===== src/rtl/program_sequencer_decoder_if.sv =====
// Program-memory and CU control bundle for the program sequencer/decoder.
// master: the sequencer (drives address and decode); slave: memory/CU side.
interface program_sequencer_decoder_if;
  logic [7:0] pm_addr;
  logic [7:0] pm_data;
  logic       r_eq_0;
  logic [7:0] ir;
  logic [3:0] ir_nibble;
  logic [3:0] source_sel;
  logic [8:0] reg_en;
  logic       i_sel;
  logic       x_sel;
  logic       y_sel;
  logic       NOPD8;
  logic       NOPDF;

  modport master (
    input  pm_data, r_eq_0,
    output pm_addr, ir, ir_nibble, source_sel, reg_en,
           i_sel, x_sel, y_sel, NOPD8, NOPDF
  );

  modport slave (
    output pm_data, r_eq_0,
    input  pm_addr, ir, ir_nibble, source_sel, reg_en,
           i_sel, x_sel, y_sel, NOPD8, NOPDF
  );
endinterface


===== src/rtl/program_sequencer_decoder.sv =====
// Fetch/decode stage feeding the computational unit.
// Holds pc, ir and ir_pc; decodes ir into CU controls; executes jmp/jnz
// within the 16-word page of the jump instruction.
// Optional macro JUMP_FLUSH_EN: a taken jump replaces the fetched word with
// NOP_INSTR (no delay slot). Undefined: the word after a jump always executes.
module program_sequencer_decoder #(
  parameter logic [7:0] RESET_VECTOR = 8'h00,
  parameter logic [7:0] NOP_INSTR    = 8'hC8
) (
  input logic                         clk,
  input logic                         sync_reset,
  program_sequencer_decoder_if.master bus
);

  logic [7:0] pc;
  logic [7:0] ir_q;
  logic [7:0] ir_pc;
  logic       taken;
  logic [7:0] target;

  logic [3:0] src_sel;
  logic [8:0] en;
  logic [3:0] nib;
  logic       isel;
  logic       xs;
  logic       ys;
  logic       nop_d8;
  logic       nop_df;
  logic [2:0] dst;
  logic       dst_valid;
  logic       src_dm;

  function automatic logic [8:0] dst_onehot(input logic [2:0] d);
    logic [8:0] oh;
    oh = '0;
    case (d)
      3'd4:    oh[8] = 1'b1;
      default: oh[d] = 1'b1;
    endcase
    return oh;
  endfunction

  assign taken  = (ir_q[7:4] == 4'hE) || ((ir_q[7:4] == 4'hF) && !bus.r_eq_0);
  assign target = {ir_pc[7:4], ir_q[3:0]};

  // Fetch pipeline: pc advances or jumps, ir captures the fetched word.
  always_ff @(posedge clk) begin
    if (sync_reset) begin
      pc    <= RESET_VECTOR;
      ir_q  <= NOP_INSTR;
      ir_pc <= RESET_VECTOR;
    end else begin
      pc    <= taken ? target : pc + 8'd1;
      ir_pc <= pc;
`ifdef JUMP_FLUSH_EN
      ir_q  <= taken ? NOP_INSTR : bus.pm_data;
`else
      ir_q  <= bus.pm_data;
`endif
    end
  end

  // Combinational instruction decode; reset overrides to "clear r" only.
  always_comb begin
    src_sel   = 4'd10;
    en        = '0;
    nib       = ir_q[3:0];
    isel      = 1'b0;
    xs        = 1'b0;
    ys        = 1'b0;
    nop_d8    = (ir_q == 8'hD8);
    nop_df    = (ir_q == 8'hDF);
    dst       = 3'd0;
    dst_valid = 1'b0;
    src_dm    = 1'b0;

    if (!ir_q[7]) begin
      dst       = ir_q[6:4];
      dst_valid = 1'b1;
      src_sel   = 4'd8;
    end else if (ir_q[7:6] == 2'b10) begin
      dst       = ir_q[5:3];
      dst_valid = 1'b1;
      src_sel   = (ir_q[5:3] == ir_q[2:0]) ? 4'd9 : {1'b0, ir_q[2:0]};
      src_dm    = (ir_q[2:0] == 3'd7);
    end else if (ir_q[7:5] == 3'b110) begin
      en = 9'h010;
      xs = ir_q[4];
      ys = ir_q[3];
    end

    // Any dm access post-increments i, unless i itself is being written.
    if (dst_valid) begin
      en = dst_onehot(dst);
      if ((dst == 3'd7 || src_dm) && dst != 3'd6) begin
        en[6] = 1'b1;
        isel  = 1'b1;
      end
    end

    if (sync_reset) begin
      src_sel = '0;
      en      = 9'h010;
      nib     = '0;
      isel    = 1'b0;
      xs      = 1'b0;
      ys      = 1'b0;
      nop_d8  = 1'b0;
      nop_df  = 1'b0;
    end
  end

  assign bus.pm_addr    = pc;
  assign bus.ir         = ir_q;
  assign bus.ir_nibble  = nib;
  assign bus.source_sel = src_sel;
  assign bus.reg_en     = en;
  assign bus.i_sel      = isel;
  assign bus.x_sel      = xs;
  assign bus.y_sel      = ys;
  assign bus.NOPD8      = nop_d8;
  assign bus.NOPDF      = nop_df;

endmodule


===== src/flat_wrapper.sv =====
// flat-port wrapper written by rule: the top's interface ports become plain ports
module program_sequencer_decoder_flat 
#(
  parameter logic [7:0] RESET_VECTOR = 8'h00,
  parameter logic [7:0] NOP_INSTR    = 8'hC8
)
  (clk, sync_reset, bus_pm_data, bus_r_eq_0, bus_pm_addr, bus_ir, bus_ir_nibble, bus_source_sel, bus_reg_en, bus_i_sel, bus_x_sel, bus_y_sel, bus_NOPD8, bus_NOPDF);
  program_sequencer_decoder_if bus_i ();
  input logic clk;
  input logic sync_reset;
  input wire logic [$bits(bus_i.pm_data)-1:0] bus_pm_data;
  input wire logic [$bits(bus_i.r_eq_0)-1:0] bus_r_eq_0;
  output wire logic [$bits(bus_i.pm_addr)-1:0] bus_pm_addr;
  output wire logic [$bits(bus_i.ir)-1:0] bus_ir;
  output wire logic [$bits(bus_i.ir_nibble)-1:0] bus_ir_nibble;
  output wire logic [$bits(bus_i.source_sel)-1:0] bus_source_sel;
  output wire logic [$bits(bus_i.reg_en)-1:0] bus_reg_en;
  output wire logic [$bits(bus_i.i_sel)-1:0] bus_i_sel;
  output wire logic [$bits(bus_i.x_sel)-1:0] bus_x_sel;
  output wire logic [$bits(bus_i.y_sel)-1:0] bus_y_sel;
  output wire logic [$bits(bus_i.NOPD8)-1:0] bus_NOPD8;
  output wire logic [$bits(bus_i.NOPDF)-1:0] bus_NOPDF;
  assign bus_i.pm_data = bus_pm_data;
  assign bus_i.r_eq_0 = bus_r_eq_0;
  assign bus_pm_addr = bus_i.pm_addr;
  assign bus_ir = bus_i.ir;
  assign bus_ir_nibble = bus_i.ir_nibble;
  assign bus_source_sel = bus_i.source_sel;
  assign bus_reg_en = bus_i.reg_en;
  assign bus_i_sel = bus_i.i_sel;
  assign bus_x_sel = bus_i.x_sel;
  assign bus_y_sel = bus_i.y_sel;
  assign bus_NOPD8 = bus_i.NOPD8;
  assign bus_NOPDF = bus_i.NOPDF;
  program_sequencer_decoder #(.RESET_VECTOR(RESET_VECTOR), .NOP_INSTR(NOP_INSTR)) u_core (.clk(clk), .sync_reset(sync_reset), .bus(bus_i));
endmodule

===== config.mk =====
export PLATFORM = sky130hd
export DESIGN_NAME = program_sequencer_decoder_flat
export DESIGN_NICKNAME = d
export VERILOG_FILES = /design/src/rtl/program_sequencer_decoder_if.sv /design/src/rtl/program_sequencer_decoder.sv /design/src/flat_wrapper.sv
export SDC_FILE = /design/constraint.sdc
export NUM_CORES = 1
export LEC_CHECK = 0
export ABC_AREA = 1
export CORE_MARGIN = 8
export CORE_UTILIZATION = 55
export CTS_BUF_LIST = sky130_fd_sc_hd__clkbuf_8
export CTS_CLUSTER_DIAMETER = 200
export DETAILED_ROUTE_END_ITERATION = 16
export DONT_BUFFER_PORTS = 1
export PLACE_DENSITY = 0.7
export SLEW_MARGIN = 20
export SYNTH_ARGS = -nofsm -noshare
export SYNTH_HDL_FRONTEND = slang
export SYNTH_SLANG_ARGS = --single-unit
export TNS_END_PERCENT = 10

===== constraint.sdc =====
create_clock -name clk -period 1.3 [get_ports clk]
set_input_delay 0.13 -clock clk [delete_from_list [all_inputs] [get_ports clk]]
set_output_delay 0.13 -clock clk [all_outputs]
set_load 0.01 [all_outputs]

==> out/metrics.cfg <==
[global_route]
grt_util_met1=0.185
grt_pass1_vias=1111
grt_antenna_before_repair=0
grt_max_degree=18
grt-ovfl-total=0
grt_pass1_wl_mm=5.15
use_met3=0.0624
grt-busiest-layer=met2
grt_use_total=0.191
met2_usage=0.355

[clock_network]
clock_path_buffers=2
clk_pin_slew_ns=0.07
numCtsBuffers=3
cts_tree=yes
worst_skew_pair.late_latency_ns=0.27
clock_sinks=20
cts-htree-levels=1
cts_root_buf=clkbuf_8

[status]
violations=negative setup slack
outcome=finished, violations left

[sta]
fmax_mhz=645
holdWs_ns=0.224
setup_ws_ns=-0.250
fin_skew_ns=0.00358
rsz0062_at_grt=true
drv_slew=0
tightest_slew_ns=0.369
period_minus_slack_ns=1.55
setup_viol=17
finalHoldViolCount=0
relSlewSlack=0.753
fin_crit_sh=1.19

[drt]
firstDrtPassIters=4
first_iter_violations=31
vias_per_cell=5.25
num_vias=1175
detail-route-antenna-nets=0
drc=0
routed_wirelength_mm=3.47
wl_per_cell_um=15.5

[critical_path]
crit_path_frequent_cell=nor2_4
crit_chain=nand2_4 > nor2_4 > inv_2 > nor3_4 > nand2_2 > nor2_4
crit_required_ns=1.17
startpoint_type=flip-flop
cp_num_buf_inv=1
crit_family=simple AND/OR/NAND/NOR gates
cp_slowest_cell=dfxtp_4
cp.depth=6
crit_type=reg2out
cp_max_fo=7
max_stage_delay_ns=0.42
rr_worst_depth=4
cp.arrival_ns=1.42
setup.worst_path.end_class=output port

[logic_synthesis]
ys_seq_elements=20
synthAdderAreaFrac=0.0118
synthMuxAreaShare=0
synth_top_cell_area_share=0.376
seq_area_frac_synth=0.376
synth_compound_area_frac=0.0765
syn_nets=181
synth_simple_gate_area_frac=0.353
yosysWarningCount=0
synthDistinctLibCells=18
syn-instance-count=169
yosys.area.top_type=dfxtp_1
synth_xor_area_frac=0.0494
post_synth_instance_area_sq_um=1060
syn_area_per_cell_sq_um=6.29
synth_top_family_by_area=simple AND/OR/NAND/NOR gates
synth.area.top_cells=dfxtp_1 (38%), nand2_1 (13%), inv_1 (12%)

[worst_hold_path]
hold_path_class=in2reg
hold_depth=3

[die]
dieArea_sq_um=3600
die_w_um=60.0
start_util=0.565
io_pins=49
core_sq_um=1880
die_h_um=60.0
fp-row-count=16

[pwr]
irDropWorstVdd_mv=0.935
power_uw=1510
total_leakage_power_uw=0.000723
powerDensity_nw_per_um2=992

[finish]
final_common_cell=nand2_1
syn2layout_area_growth_pct=43.4
diodes=0
final_cell_mix=nand2_1 (32), inv_1 (31), nor2_1 (20), buf_4 (16), dfxtp_1 (16)
postLayoutCellArea_sq_um=1530
drive_above_1_share=0.294
nets=210
utilization=0.811

[flow_run]
cap_violations=0

[placed_design]
io_buffers=0
place_congestion=0.875
dp_hpwl_mm=2.21
dpl_cell_area_sq_um=1200

synthesized netlist by cell type:
master / count
nor3_1: 3
nand3_2: 1
xor2_1: 2
inv_1: 33
or2_2: 4
nor3_2: 1
nand3_1: 12
nand2_1: 36
a21oi_1: 8
o22ai_1: 1
xnor2_1: 4
clkbuf_2: 1
clkbuf_1: 2
dfxtp_1: 20
buf_2: 1
nor2_1: 32
o21ai_0: 7
ha_1: 1
layout make-up:
class                      count  area, sq um
multi-input combinational    112          663
timing repair buffer          28          241
fill                         129          357
inverter                      33          124
tap                           27         33.8
sequential                    20          408
clock buffer                   4         55.1
metrics by stage:
step                      setup slack, ns  std cells  TNS [ns]
after global placement             0.0592        208         0
after floorplan                    0.0535        169         0
after CTS                          -0.187        223     -1.99
after global routing               -0.291        224     -3.70
final                              -0.250        224     -2.61
after detailed placement          0.00914        208         0
final timing paths:
path	end	start	slack [ns]
max	bus_NOPDF	u_core.bus.ir[7]	-0.25
max reg2reg	u_core.bus.pm_addr[1]	u_core.bus.ir[5]	0.03
min reg2reg	u_core.bus.pm_addr[7]	u_core.ir_pc[7]	0.52
min	u_core.bus.pm_addr[2]	bus_r_eq_0	0.22
power by group:
part	internal [uW]	switching, uW	leakage [uW]	total (uW)
Sequential	651	42.1	0.000165	693
Combinational	138	194	0.000529	332
Clock	271	218	0.0000288	489
Total	1060	454	0.000723	1510
layer usage:
| metal | wire [um] | vias up |
|---|---|---|
| met3 | 199 | 5 |
| met1 | 1340 | 566 |
| met4 | 46 | 0 |
| met5 | 0 | - |
| met2 | 1890 | 36 |
| li1 | - | 568 |
kinds of logic (layout without fill, tap and decap cells):
| logic type | after synthesis | count (layout) |
|---|---|---|
| buffers and inverters | 37 | 65 |
| AOI/OAI and AO/OA | 16 | 16 |
| and+or+nand+nor | 89 | 89 |
| adders and majority gates | 1 | 1 |
| DFF | 20 | 20 |
| xor gates and xnor gates | 6 | 6 |
state kept, by name, summed over array words and instances (netlist names):
register and flops:
u_core.bus.ir 8, u_core.bus.pm_addr 8, u_core.ir_pc 4
timing repair:
action | in CTS | in global routing
endpoints found under the setup margin | 17 | 20
gates resized for setup | 27 | 14
buffers inserted | 0 | 1
pin swaps | 4 | 8
hold buffers | 11 | 0
endpoints found under the hold margin | 12 | 0
worst reg2reg max path: stages, from the launching register on:
cell and delay (ns):
dfxtp_2 0.46, nand2_1 0.08, nor2_1 0.30, o21ai_0 0.16
a21oi_1 0.19
No activity file was read; power rests on OpenSTA's default activity.
